--- src/rtl/cpu_defs_pkg.sv ---
// Shared CPU definitions: MIPS-style opcode/funct constants used by the
// control unit and the issue stage, issue-buffer state encoding, and
// instruction decode helpers (destination register, source-register mask,
// memory/control classification).
package cpu_defs_pkg;

    // Primary opcodes (instr[31:26])
    localparam logic [5:0] OP_RTYPE = 6'd0;
    localparam logic [5:0] OP_J     = 6'd2;
    localparam logic [5:0] OP_JAL   = 6'd3;
    localparam logic [5:0] OP_BEQ   = 6'd4;
    localparam logic [5:0] OP_BNE   = 6'd5;
    localparam logic [5:0] OP_ADDI  = 6'd8;
    localparam logic [5:0] OP_SLTI  = 6'd10;
    localparam logic [5:0] OP_ANDI  = 6'd12;
    localparam logic [5:0] OP_ORI   = 6'd13;
    localparam logic [5:0] OP_XORI  = 6'd14;
    localparam logic [5:0] OP_LW    = 6'd35;
    localparam logic [5:0] OP_SW    = 6'd43;

    // R-type funct codes (instr[5:0])
    localparam logic [5:0] FN_JR    = 6'd8;

    // Issue buffer state encoding
    localparam logic [1:0] ST_EMPTY = 2'd0;
    localparam logic [1:0] ST_PAIR  = 2'd1;
    localparam logic [1:0] ST_HOLD1 = 2'd2;

    // Destination register written by instr; 0 means "no destination".
    function automatic logic [4:0] dst_of(input logic [31:0] instr);
        logic [4:0] d;
        d = 5'd0;
        case (instr[31:26])
            OP_RTYPE: d = (instr[5:0] == FN_JR) ? 5'd0 : instr[15:11];
            OP_ADDI, OP_ANDI, OP_ORI, OP_XORI, OP_SLTI, OP_LW: d = instr[20:16];
            OP_JAL:   d = 5'd31;
            default:  d = 5'd0;
        endcase
        return d;
    endfunction

    // One-hot-per-register mask of source registers read by instr.
    // Bit 0 is always cleared so $0 can never match a hazard.
    function automatic logic [31:0] src_mask_of(input logic [31:0] instr);
        logic [31:0] m;
        m = 32'd0;
        case (instr[31:26])
            OP_RTYPE, OP_SW, OP_BEQ, OP_BNE: begin
                m[instr[25:21]] = 1'b1;
                m[instr[20:16]] = 1'b1;
            end
            OP_ADDI, OP_ANDI, OP_ORI, OP_XORI, OP_SLTI, OP_LW: begin
                m[instr[25:21]] = 1'b1;
            end
            default: m = 32'd0;
        endcase
        m[0] = 1'b0;
        return m;
    endfunction

    function automatic logic is_mem(input logic [31:0] instr);
        return (instr[31:26] == OP_LW) || (instr[31:26] == OP_SW);
    endfunction

    function automatic logic is_load(input logic [31:0] instr);
        return (instr[31:26] == OP_LW);
    endfunction

    function automatic logic is_ctrl(input logic [31:0] instr);
        logic c;
        case (instr[31:26])
            OP_BEQ, OP_BNE, OP_J, OP_JAL: c = 1'b1;
            OP_RTYPE: c = (instr[5:0] == FN_JR);
            default:  c = 1'b0;
        endcase
        return c;
    endfunction

endpackage

--- src/rtl/pair_hazard_check.sv ---
// Combinational hazard check for the issue buffer.
//   instr0  : head instruction (older)
//   instr1  : instruction that would go to lane1 (younger)
//   ld_dst  : destination of the most recently issued load
//   ld_v    : ld_dst is live
//   head_ok : head may issue this cycle (no load-use hazard)
//   pair_ok : instr1 may issue alongside the head
module pair_hazard_check
    import cpu_defs_pkg::*;
(
    input  logic [31:0] instr0,
    input  logic [31:0] instr1,
    input  logic [4:0]  ld_dst,
    input  logic        ld_v,
    output logic        head_ok,
    output logic        pair_ok
);

    logic [4:0]  dst0_s;
    logic [4:0]  dst1_s;
    logic [31:0] src0_s;
    logic [31:0] src1_s;

    // Decode both slots and evaluate load-use and intra-pair hazards
    always_comb begin
        dst0_s  = dst_of(instr0);
        dst1_s  = dst_of(instr1);
        src0_s  = src_mask_of(instr0);
        src1_s  = src_mask_of(instr1);
        head_ok = 1'b1;
        pair_ok = 1'b1;
        if (ld_v && src0_s[ld_dst]) begin
            head_ok = 1'b0;
        end else begin
            head_ok = 1'b1;
        end
        // src masks have bit 0 clear, so a $0 destination never matches
        if (!head_ok
            || src1_s[dst0_s]
            || ((dst1_s == dst0_s) && (dst0_s != 5'd0))
            || (is_mem(instr0) && is_mem(instr1))
            || is_ctrl(instr0)
            || (ld_v && src1_s[ld_dst])) begin
            pair_ok = 1'b0;
        end else begin
            pair_ok = 1'b1;
        end
    end

endmodule

--- src/rtl/dual_issue_scheduler.sv ---
// Issue stage of the 2-wide core. Buffers one aligned fetch pair and issues
// both, one or neither instruction per cycle to the two decode lanes,
// honouring intra-pair and load-use hazards. flush empties the buffer.
//   clk, rst (sync, active-low)
//   fetch_valid/fetch_ready, fetch_instr0/1, fetch_pc : fetch pair handshake
//   flush, stall                                      : redirect / backpressure
//   issue0_*/issue1_*                                 : lane outputs (combinational)
//   dual_cnt, bubble_cnt                              : performance counters
module dual_issue_scheduler
    import cpu_defs_pkg::*;
#(
    parameter int XLEN  = 32,
    parameter int CNT_W = 32
) (
    input  logic             clk,
    input  logic             rst,
    input  logic             fetch_valid,
    output logic             fetch_ready,
    input  logic [XLEN-1:0]  fetch_instr0,
    input  logic [XLEN-1:0]  fetch_instr1,
    input  logic [XLEN-1:0]  fetch_pc,
    input  logic             flush,
    input  logic             stall,
    output logic             issue0_valid,
    output logic [XLEN-1:0]  issue0_instr,
    output logic [XLEN-1:0]  issue0_pc,
    output logic             issue1_valid,
    output logic [XLEN-1:0]  issue1_instr,
    output logic [XLEN-1:0]  issue1_pc,
    output logic [CNT_W-1:0] dual_cnt,
    output logic [CNT_W-1:0] bubble_cnt
);

    logic [1:0]       state_r;
    logic [XLEN-1:0]  buf_i0_r;
    logic [XLEN-1:0]  buf_i1_r;
    logic [XLEN-1:0]  buf_pc_r;
    logic [4:0]       ld_dst_r;
    logic             ld_v_r;
    logic [CNT_W-1:0] dual_cnt_r;
    logic [CNT_W-1:0] bubble_cnt_r;

    logic [XLEN-1:0]  head_s;
    logic             head_ok_s;
    logic             pair_ok_s;
    logic [1:0]       state_nx_s;
    logic [4:0]       ld_dst_nx_s;
    logic             ld_v_nx_s;
    logic             take_s;
    logic             dual_inc_s;
    logic             bubble_inc_s;

    // In HOLD1 the younger instruction has moved to the head
    assign head_s = (state_r == ST_HOLD1) ? buf_i1_r : buf_i0_r;

    pair_hazard_check u_hazard (
        .instr0  (head_s[31:0]),
        .instr1  (buf_i1_r[31:0]),
        .ld_dst  (ld_dst_r),
        .ld_v    (ld_v_r),
        .head_ok (head_ok_s),
        .pair_ok (pair_ok_s)
    );

    // Lane outputs and fetch handshake
    always_comb begin
        issue0_valid = (state_r != ST_EMPTY) && head_ok_s;
        issue0_instr = head_s;
        issue0_pc    = (state_r == ST_HOLD1) ? (buf_pc_r + XLEN'(4)) : buf_pc_r;
        issue1_valid = (state_r == ST_PAIR) && pair_ok_s;
        issue1_instr = buf_i1_r;
        issue1_pc    = buf_pc_r + XLEN'(4);
        // Ready when the buffer is guaranteed empty after this edge
        if (state_r == ST_EMPTY) begin
            fetch_ready = 1'b1;
        end else if (!stall && (((state_r == ST_PAIR) && issue1_valid)
                             || ((state_r == ST_HOLD1) && issue0_valid))) begin
            fetch_ready = 1'b1;
        end else begin
            fetch_ready = 1'b0;
        end
    end

    // Next state, load scoreboard update and counter enables
    always_comb begin
        state_nx_s   = state_r;
        ld_dst_nx_s  = ld_dst_r;
        ld_v_nx_s    = ld_v_r;
        take_s       = 1'b0;
        dual_inc_s   = 1'b0;
        bubble_inc_s = 1'b0;
        if (flush) begin
            state_nx_s = ST_EMPTY;
            ld_v_nx_s  = 1'b0;
        end else begin
            if (stall) begin
                state_nx_s = state_r;
            end else if ((state_r != ST_EMPTY) && !head_ok_s) begin
                // Load-use bubble: one dead cycle clears the hazard
                ld_v_nx_s    = 1'b0;
                bubble_inc_s = 1'b1;
            end else if (issue1_valid) begin
                state_nx_s = ST_EMPTY;
                dual_inc_s = 1'b1;
                if (is_load(buf_i1_r[31:0])) begin
                    ld_dst_nx_s = dst_of(buf_i1_r[31:0]);
                    ld_v_nx_s   = 1'b1;
                end else if (is_load(head_s[31:0])) begin
                    ld_dst_nx_s = dst_of(head_s[31:0]);
                    ld_v_nx_s   = 1'b1;
                end else begin
                    ld_v_nx_s   = 1'b0;
                end
            end else if (issue0_valid) begin
                state_nx_s = (state_r == ST_PAIR) ? ST_HOLD1 : ST_EMPTY;
                if (is_load(head_s[31:0])) begin
                    ld_dst_nx_s = dst_of(head_s[31:0]);
                    ld_v_nx_s   = 1'b1;
                end else begin
                    ld_v_nx_s   = 1'b0;
                end
            end else begin
                state_nx_s = state_r;
            end
            if (fetch_valid && fetch_ready) begin
                state_nx_s = ST_PAIR;
                take_s     = 1'b1;
            end else begin
                take_s     = 1'b0;
            end
        end
    end

    // State, buffer, scoreboard and counter registers
    always_ff @(posedge clk) begin
        if (!rst) begin
            state_r      <= ST_EMPTY;
            buf_i0_r     <= '0;
            buf_i1_r     <= '0;
            buf_pc_r     <= '0;
            ld_dst_r     <= 5'd0;
            ld_v_r       <= 1'b0;
            dual_cnt_r   <= '0;
            bubble_cnt_r <= '0;
        end else begin
            state_r  <= state_nx_s;
            ld_dst_r <= ld_dst_nx_s;
            ld_v_r   <= ld_v_nx_s;
            if (take_s) begin
                buf_i0_r <= fetch_instr0;
                buf_i1_r <= fetch_instr1;
                buf_pc_r <= fetch_pc;
            end else begin
                buf_i0_r <= buf_i0_r;
                buf_i1_r <= buf_i1_r;
                buf_pc_r <= buf_pc_r;
            end
            if (dual_inc_s) begin
                dual_cnt_r <= dual_cnt_r + CNT_W'(1);
            end else begin
                dual_cnt_r <= dual_cnt_r;
            end
            if (bubble_inc_s) begin
                bubble_cnt_r <= bubble_cnt_r + CNT_W'(1);
            end else begin
                bubble_cnt_r <= bubble_cnt_r;
            end
        end
    end

    assign dual_cnt   = dual_cnt_r;
    assign bubble_cnt = bubble_cnt_r;

endmodule

--- config.mk ---
export PLATFORM = sky130hd
export DESIGN_NAME = dual_issue_scheduler
export DESIGN_NICKNAME = d
export VERILOG_FILES = /design/src/rtl/cpu_defs_pkg.sv /design/src/rtl/pair_hazard_check.sv /design/src/rtl/dual_issue_scheduler.sv
export SDC_FILE = /design/constraint.sdc
export NUM_CORES = 1
export LEC_CHECK = 0
export BUFFER_PORTS_ARGS = -buffer_cell sky130_fd_sc_hd__buf_2
export CORE_MARGIN = 2
export CORE_UTILIZATION = 54
export DETAILED_ROUTE_END_ITERATION = 12
export PLACE_DENSITY = 0.82
export SLEW_MARGIN = 20
export SYNTH_ARGS = -nofsm -noshare
export SYNTH_HDL_FRONTEND = slang
export SYNTH_HIERARCHICAL = 1
export SYNTH_SLANG_ARGS = --single-unit
export TNS_END_PERCENT = 50
--- constraint.sdc ---
create_clock -name clk -period 6.21 [get_ports clk]
set_clock_uncertainty 0.1 [all_clocks]
set_input_delay 0.621 -clock clk [delete_from_list [all_inputs] [get_ports clk]]
set_output_delay 0.621 -clock clk [all_outputs]
set_load 0.03 [all_outputs]
==> results of run 1 <==
power groups by stage:
| stage | sequential, mW | clock [mW] | combinational (mW) |
|---|---|---|---|
| 5_1_grt | 1.15 | 1.11 | 0.496 |
| 4_1_cts | 1.15 | 1.07 | 0.457 |
| 3_3_place_gp | 1.17 | 0 | 0.449 |
| 2_1_floorplan | 1.18 | 0 | 0.306 |
| 6_report | 1.15 | 1.05 | 0.465 |
| 3_5_place_dp | 1.17 | 0 | 0.454 |
cell type report:
cell class                      instances  area share
Tap cell                              270      0.0255
Antenna cell                            2    0.000378
Clock inverter                         13      0.0104
Inverter                               25     0.00708
Sequential cell                       168       0.254
Timing Repair Buffer                  319       0.129
Clock buffer                           19      0.0334
Multi-Input combinational cell       1190       0.541
metrics by stage:
| step | area [um^2] | utilization |
|---|---|---|
| after floorplan | 11100 | - |
| after global placement | 12700 | 0.628 |
| after detailed placement | 12700 | 0.628 |
| after CTS | 13200 | 0.657 |
| after global routing | 13300 | 0.657 |
| final | 13300 | 0.657 |
registers in the layout, summed over array words and instances (netlist names):
signal and count:
ld_dst_r 5, dual_cnt 32, buf_i0_r 32, state_r 2, issue1_instr 32, bubble_cnt 32, ld_v_r 1, buf_pc_r 32
logic make-up (layout without fill, tap and decap cells):
| family | after synthesis | after routing | share of synthesized area |
|---|---|---|---|
| and+or+nand+nor | 764 | 764 | 0.332 |
| AOI/OAI and AO/OA | 268 | 268 | 0.180 |
| DFF | 168 | 168 | 0.303 |
| buffers and inverters | 128 | 376 | 0.0527 |
| xor gates and xnor gates | 122 | 122 | 0.0970 |
| muxes | 33 | 33 | 0.0316 |
| adders and majority gates | 3 | 3 | 0.00338 |
| other | 0 | 2 | 0 |
placed cells by master, fill, tap and decap left out, drive strengths merged, types with 16 or more instances in the layout:
master	instances
a31oi	16
o21ai	19
clkbuf	19
xor2	51
nor2b	40
xnor2	71
nand2	385
inv	28
a21oi	24
and2	51
and3	19
mux2i	29
nor3	30
nand3	53
dfxtp	168
nor2	74
a21boi	107
buf	319
nand4	35
final timing paths:
check	end	cells after the start
setup / recovery	issue1_valid	17
hold / removal	buf_pc_r[24]$_SDFFE_PN0P_	3
setup reg to reg	dual_cnt[24]$_SDFFE_PN0P_	21
hold reg to reg	buf_i0_r[22]$_SDFFE_PN0P_	2
worst register-to-register path, cell delays in order, from the launching register on:
cell	delay, ps
dfxtp_1	500
nor2b_4	520
buf_4	300
nand2_1	80
nand2_1	300
xnor2_1	250
a32oi_1	320
o41ai_1	100
a31oi_1	160
a311oi_1	70
a311oi_1	260
or4_1	470
o221ai_1	260
nor4_2	300
nor2b_1	300
nand2_1	170
inv_1	130
nand3_1	130
nor2_1	470
nand4_1	190
xnor2_1	160
and2_1	150
metal layers:
metal  vias up  global-route usage  routed length [um]
met2       577               0.543               17300
li1       5605                   -                   -
met1      5501               0.400               14100
met3       101              0.0720                3020
met4         6               0.134                1330
met5         -                   0                  28
==> results.md, run 1 <==
- Status: completed
- Worst Path Required: 5490 ps
- CP startpoint: state_r[1]$_SDFFE_PP0P_
- Nets: 1,825
- Max Clk Rate: 171 MHz
- Worst hold slack: 322 ps
- Antenna violations before repair: 5
- R2R Setup Slk: 430 ps
- Post-synth EDFFs: 0
- Element type at the critical path end: primary output
- First-pass GRT wire length: 57,200 um
- Gates resized, CTS repair: 0
- Slew @ Worst Pin: 938 ps
- Comb power frac: 0.174
- Finish-stage setup viols: 0
- Crit path kind: reg -> out
- Top-count cell post-synth: nand2_1
- Placement Setup Slack: 340 ps
- Period utilisation layout: 0.943
- Crit path buf inv count: 3
- Area of the multi-input gates: 7160 um^2
- Clock transition at the registers of the reported paths: 70 ps
- DR pass1 iterations: 9
- Area growth, synth to finish: 19.5%
- Initial Utilization: 0.550
- Startpoint Class: flop
- Pwr dens: 201 nW/um^2
- Vias in the first global route: 10,955
- CTS Buf Count: 17
- Synth async-reset ratio: 0
- Reg area: 3360 um^2
- CTS H-tree lvls: 4
- Worst path max stage delay: 520 ps
- Final Non-Filler Cells: 2,006
- Total routed wirelength: 35,700 um
- Worst Setup Slack, final: 354 ps
- Most frequent cells after synthesis: 385 x nand2_1, 168 x dfxtp_1, 85 x a21boi_1
- Total track usage: 0.323
- Synth area leaders: dfxtp_1 30%, nand2_1 13%, a21boi_1 5.8%, xnor2_1 5.6%, xor2_1 3.9%
- Initial DRC Count: 954
- Yosys warning total: 6
- Critical R2R Launch: state_r[1]$_SDFFE_PP0P_
- Final GP Congestion: 0.978
- Switch share: 0.310
- Hold WC Path Type: in -> reg
- Leak pwr: 5.69 nW
- Register area share after synthesis: 0.303
- Crit Path Max Fanout: 20
- CTS tree: yes
- Max-slew headroom: 0.374
- Slowest-stage cell, CP: nor2b_4
- Family with the most delay on the worst path: simple AND/OR/NAND/NOR gates
- Cell taking the most area after synthesis: dfxtp_1
- DRT antenna net count: 0
- Share of layout cells above drive strength 1: 0.220
- Clock root cell: clkbuf_16
- Post-CTS Hold Buffers: 0
- Worst-skew pair later-pin latency: 430 ps
- Core ar.: 20,200 um^2
- Unique masters post-synth: 84
- Mapped Nets: 1,590
- Vias: 11,790
- CP arrival: 5130 ps
- Clock power share: 0.394
- Clock sinks: 168
- Post-CTS Setup Bufs: 0
- IO Port Bufs: 295
- Die Y: 147 um
- Placement Rows: 52
- WL/cell: 17.8 um
- Placed insts: 1,972
- Max Cap Viol: 0
- Largest net degree at the start of global routing: 104
- Synth Cell Area: 11,100 um^2
- Worst Hold Launch: fetch_pc[24]
- Clock Path Buffers: 2
- Switching power: 0.826 mW
- Post-DP HPWL: 26,600 um
- Die area: 21,700 um^2
- Final min period: 5860 ps
- Post-synth top flop: dfxtp_1
- DRC violations left: 0
- Setup TNS: 0 ps
- VDD IR-drop max: 195 uV
- Filler cells: 1,801
- Vias per cell: 5.88
- Final Hold Fails: 0
- Horiz. Die Dim: 147 um
- Number of synthesized register bits: 168
- Synth top area share: 0.303
- GRT overflow: 0
- RSZ-0062 raised after global routing: no
- Final Power: 2.66 mW
- Syn Inst Count: 1,486
- CP dominant cell by count: nand2_1
- Final Max Slew Viols: 0
- Syn Area/Cell: 7.47 um^2
- CP Cell Sequence: nor2b_4 -> buf_4 -> nand2_1 -> nand2_1 -> xnor2_1 -> a32oi_1 -> o41ai_1 -> a31oi_1 -> a311oi_1 -> a311oi_1 -> or4_1 -> o221ai_1 -> nor4_2 -> nor2b_1 -> nand2_1 -> inv_1 -> buf_2
- Flop pwr share: 0.431
- # IOs: 296
- Internal power: 1.84 mW
Note: power is estimated with default switching activity, not from simulation.
==> run 2: changes to the inputs <==
--- a/config.mk
+++ b/config.mk
@@ -7,12 +7,12 @@
 export LEC_CHECK = 0
 export BUFFER_PORTS_ARGS = -buffer_cell sky130_fd_sc_hd__buf_2
 export CORE_MARGIN = 2
-export CORE_UTILIZATION = 54
+export CORE_UTILIZATION = 55
 export DETAILED_ROUTE_END_ITERATION = 12
+export HOLD_SLACK_MARGIN = 0.08
 export PLACE_DENSITY = 0.82
 export SLEW_MARGIN = 20
 export SYNTH_ARGS = -nofsm -noshare
 export SYNTH_HDL_FRONTEND = slang
-export SYNTH_HIERARCHICAL = 1
 export SYNTH_SLANG_ARGS = --single-unit
 export TNS_END_PERCENT = 50
==> results.md, run 2 <==
- Clock power share: 0.396
- Top-count cell post-synth: nand2_1
- Worst Hold Launch: fetch_pc[18]
- Total routed wirelength: 40,200 um
- Most frequent cells after synthesis: 365 x nand2_1, 168 x dfxtp_1, 146 x mux2i_1
- Period utilisation layout: 0.923
- CTS H-tree lvls: 4
- Crit Path Max Fanout: 56
- Post-DP HPWL: 30,400 um
- Hold WC Path Type: in -> reg
- Final Max Slew Viols: 0
- Clock root cell: clkbuf_16
- Commonest non-fill, non-tap cell in the layout: nand2_1
- Most frequent cells in the layout: 365 x nand2_1, 294 x buf_2, 168 x dfxtp_1, 146 x mux2i_1, 108 x nor2_1
- Share of layout cells above drive strength 1: 0.219
- Max Clk Rate: 175 MHz
- Min-Delay Endpoint: buf_pc_r[18]$_SDFFE_PN0P_
- Synth area leaders: dfxtp_1 28%, mux2i_1 12%, nand2_1 12%, xnor2_1 4.1%, nor2_1 3.4%
- Flop pwr share: 0.411
- CTS Buf Count: 17
- First-pass GRT wire length: 61,900 um
- CP arrival: 5010 ps
- Clock Path Buffers: 2
- Unique masters post-synth: 91
- DRT antenna net count: 0
- Status: completed
- Die Y: 151 um
- Nets: 1,869
- Synth async-reset ratio: 0
- Initial Utilization: 0.561
- Worst hold slack: 327 ps
- GRT overflow: 0
- Post-synth EDFFs: 0
- Largest net degree at the start of global routing: 112
- Post-CTS Hold Buffers: 0
- Pwr dens: 204 nW/um^2
- Die area: 22,700 um^2
- DRC violations left: 0
- Leak pwr: 6.25 nW
- Gates resized, CTS repair: 0
- Core ar.: 21,100 um^2
- Post-CTS Setup Bufs: 0
- Switch share: 0.327
- Yosys warning total: 0
- Syn Area/Cell: 7.68 um^2
- WL/cell: 19.6 um
- Antenna violations before repair: 2
- IO Port Bufs: 295
- VDD IR-drop max: 182 uV
- Clock transition at the registers of the reported paths: 80 ps
- Worst Path Required: 5490 ps
- Total track usage: 0.346
- Max Cap Viol: 0
- Worst-skew pair later-pin latency: 430 ps
- Startpoint Class: flop
- Cell taking the most area after synthesis: dfxtp_1
- Comb power frac: 0.193
- Hold path depth: 3
- RSZ-0062 raised after global routing: no
- Max-slew headroom: 0.231
- Initial DRC Count: 1,077
- Syn Inst Count: 1,539
- Clock sinks: 168
- Finish-stage setup viols: 0
- Crit path kind: reg -> out
- DR pass1 iterations: 6
- Setup TNS: 0 ps
- Mapped Nets: 1,643
- Horiz. Die Dim: 151 um
- Critical R2R Launch: state_r[0]$_SDFFE_PP0P_
- Vias per cell: 6.06
- FF-to-FF path depth: 13
- Slew @ Worst Pin: 1140 ps
- Internal power: 1.91 mW
- Placement Rows: 53
- Filler cells: 1,813
- Switching power: 0.930 mW
- Final Hold Fails: 0
- Final GP Congestion: 0.966
- Element type at the critical path end: primary output
- Final min period: 5730 ps
- # IOs: 296
- Post-synth top flop: dfxtp_1
- Synth top area share: 0.285
- CTS tree: yes
- Area growth, synth to finish: 17.8%
- R2r endpoint: buf_i0_r[21]$_SDFFE_PN0P_
- R2R Setup Slk: 720 ps
- Final Power: 2.84 mW
- Vias in the first global route: 11,649
- Number of synthesized register bits: 168
- Register area share after synthesis: 0.285
- Vias: 12,450
- Synth Cell Area: 11,800 um^2
==> run 2: cell count changes after synthesis, sizes merged, moves of 22 or more <==
cell	before	now
and2	51	7
nand2b	10	44
mux2i	29	147
nor2	74	108
a21boi	107	3
nor2b	40	18
==> run 2: per-stage QoR <==
step / util / setup slack, ps / instances / cell area (um^2)
floorplan: - / 1570 / 1539 / 11800
global placement: 0.630 / 1000 / 2021 / 13300
detailed placement: 0.630 / 855 / 2021 / 13300
CTS: 0.660 / 548 / 2053 / 13900
global route: 0.660 / 186 / 2056 / 13900
finish: 0.660 / 481 / 2056 / 13900
==> run 2: area by class of cell <==
class | instances | area [um^2] | area share
multi-input combinational | 1235 | 7810 | 0.561
sequential | 168 | 3360 | 0.242
timing repair buffer | 316 | 1670 | 0.120
clock buffer | 17 | 425 | 0.0306
tap | 275 | 344 | 0.0247
clock inverter | 15 | 205 | 0.0147
inverter | 27 | 101 | 0.00728
antenna | 3 | 7.51 | 0.000539
==> run 2: worst max-delay path, stage by stage, from the launching register on <==
cell and delay, ps:
dfxtp_1 580, nand2b_4 690, buf_4 330, mux2i_1 750
a311oi_1 100, nor2_1 210, o2111ai_1 160, nor3_1 320
nand4_1 150, a22oi_1 670, nand3b_1 270, nor3_2 100
buf_2 210
==> run 2: worst max path at each step <==
stage	start	end	slack, ps
6_report	state_r[0]$_SDFFE_PP0P_	issue1_valid	480
5_1_grt	state_r[0]$_SDFFE_PP0P_	fetch_ready	190
4_1_cts	state_r[0]$_SDFFE_PP0P_	fetch_ready	550
3_5_place_dp	state_r[0]$_SDFFE_PP0P_	buf_i0_r[23]$_SDFFE_PN0P_	850
3_3_place_gp	state_r[0]$_SDFFE_PP0P_	buf_i0_r[25]$_SDFFE_PN0P_	1000
2_1_floorplan	issue1_instr[29]$_SDFFE_PN0P_	buf_i0_r[0]$_SDFFE_PN0P_	1570
==> run 2: metal layers <==
metal | share of wire | track usage | routed length, um | up-vias
met2 | 0.48 | 0.580 | 19300 | 620
met5 | 0 | 0 | 0 | -
met3 | 0.083 | 0.0730 | 3340 | 123
met1 | 0.40 | 0.433 | 16100 | 5825
met4 | 0.037 | 0.138 | 1490 | 0
li1 | - | - | - | 5882
==> run 2: kinds of logic after synthesis <==
kind of cell | synth area share
and+or+nand+nor | 0.293
AOI/OAI and AO/OA | 0.157
DFF | 0.285
muxes | 0.138
buffers and inverters | 0.0569
xor gates and xnor gates | 0.0674
adders and majority gates | 0.00318
==> run 2: power groups by stage <==
stage | sequential, mW | combinational, mW | clock, mW
global route | 1.17 | 0.580 | 1.18
finish | 1.17 | 0.547 | 1.13
floorplan | 1.19 | 0.374 | 0
CTS | 1.17 | 0.538 | 1.14
global placement | 1.19 | 0.530 | 0
detailed placement | 1.19 | 0.534 | 0
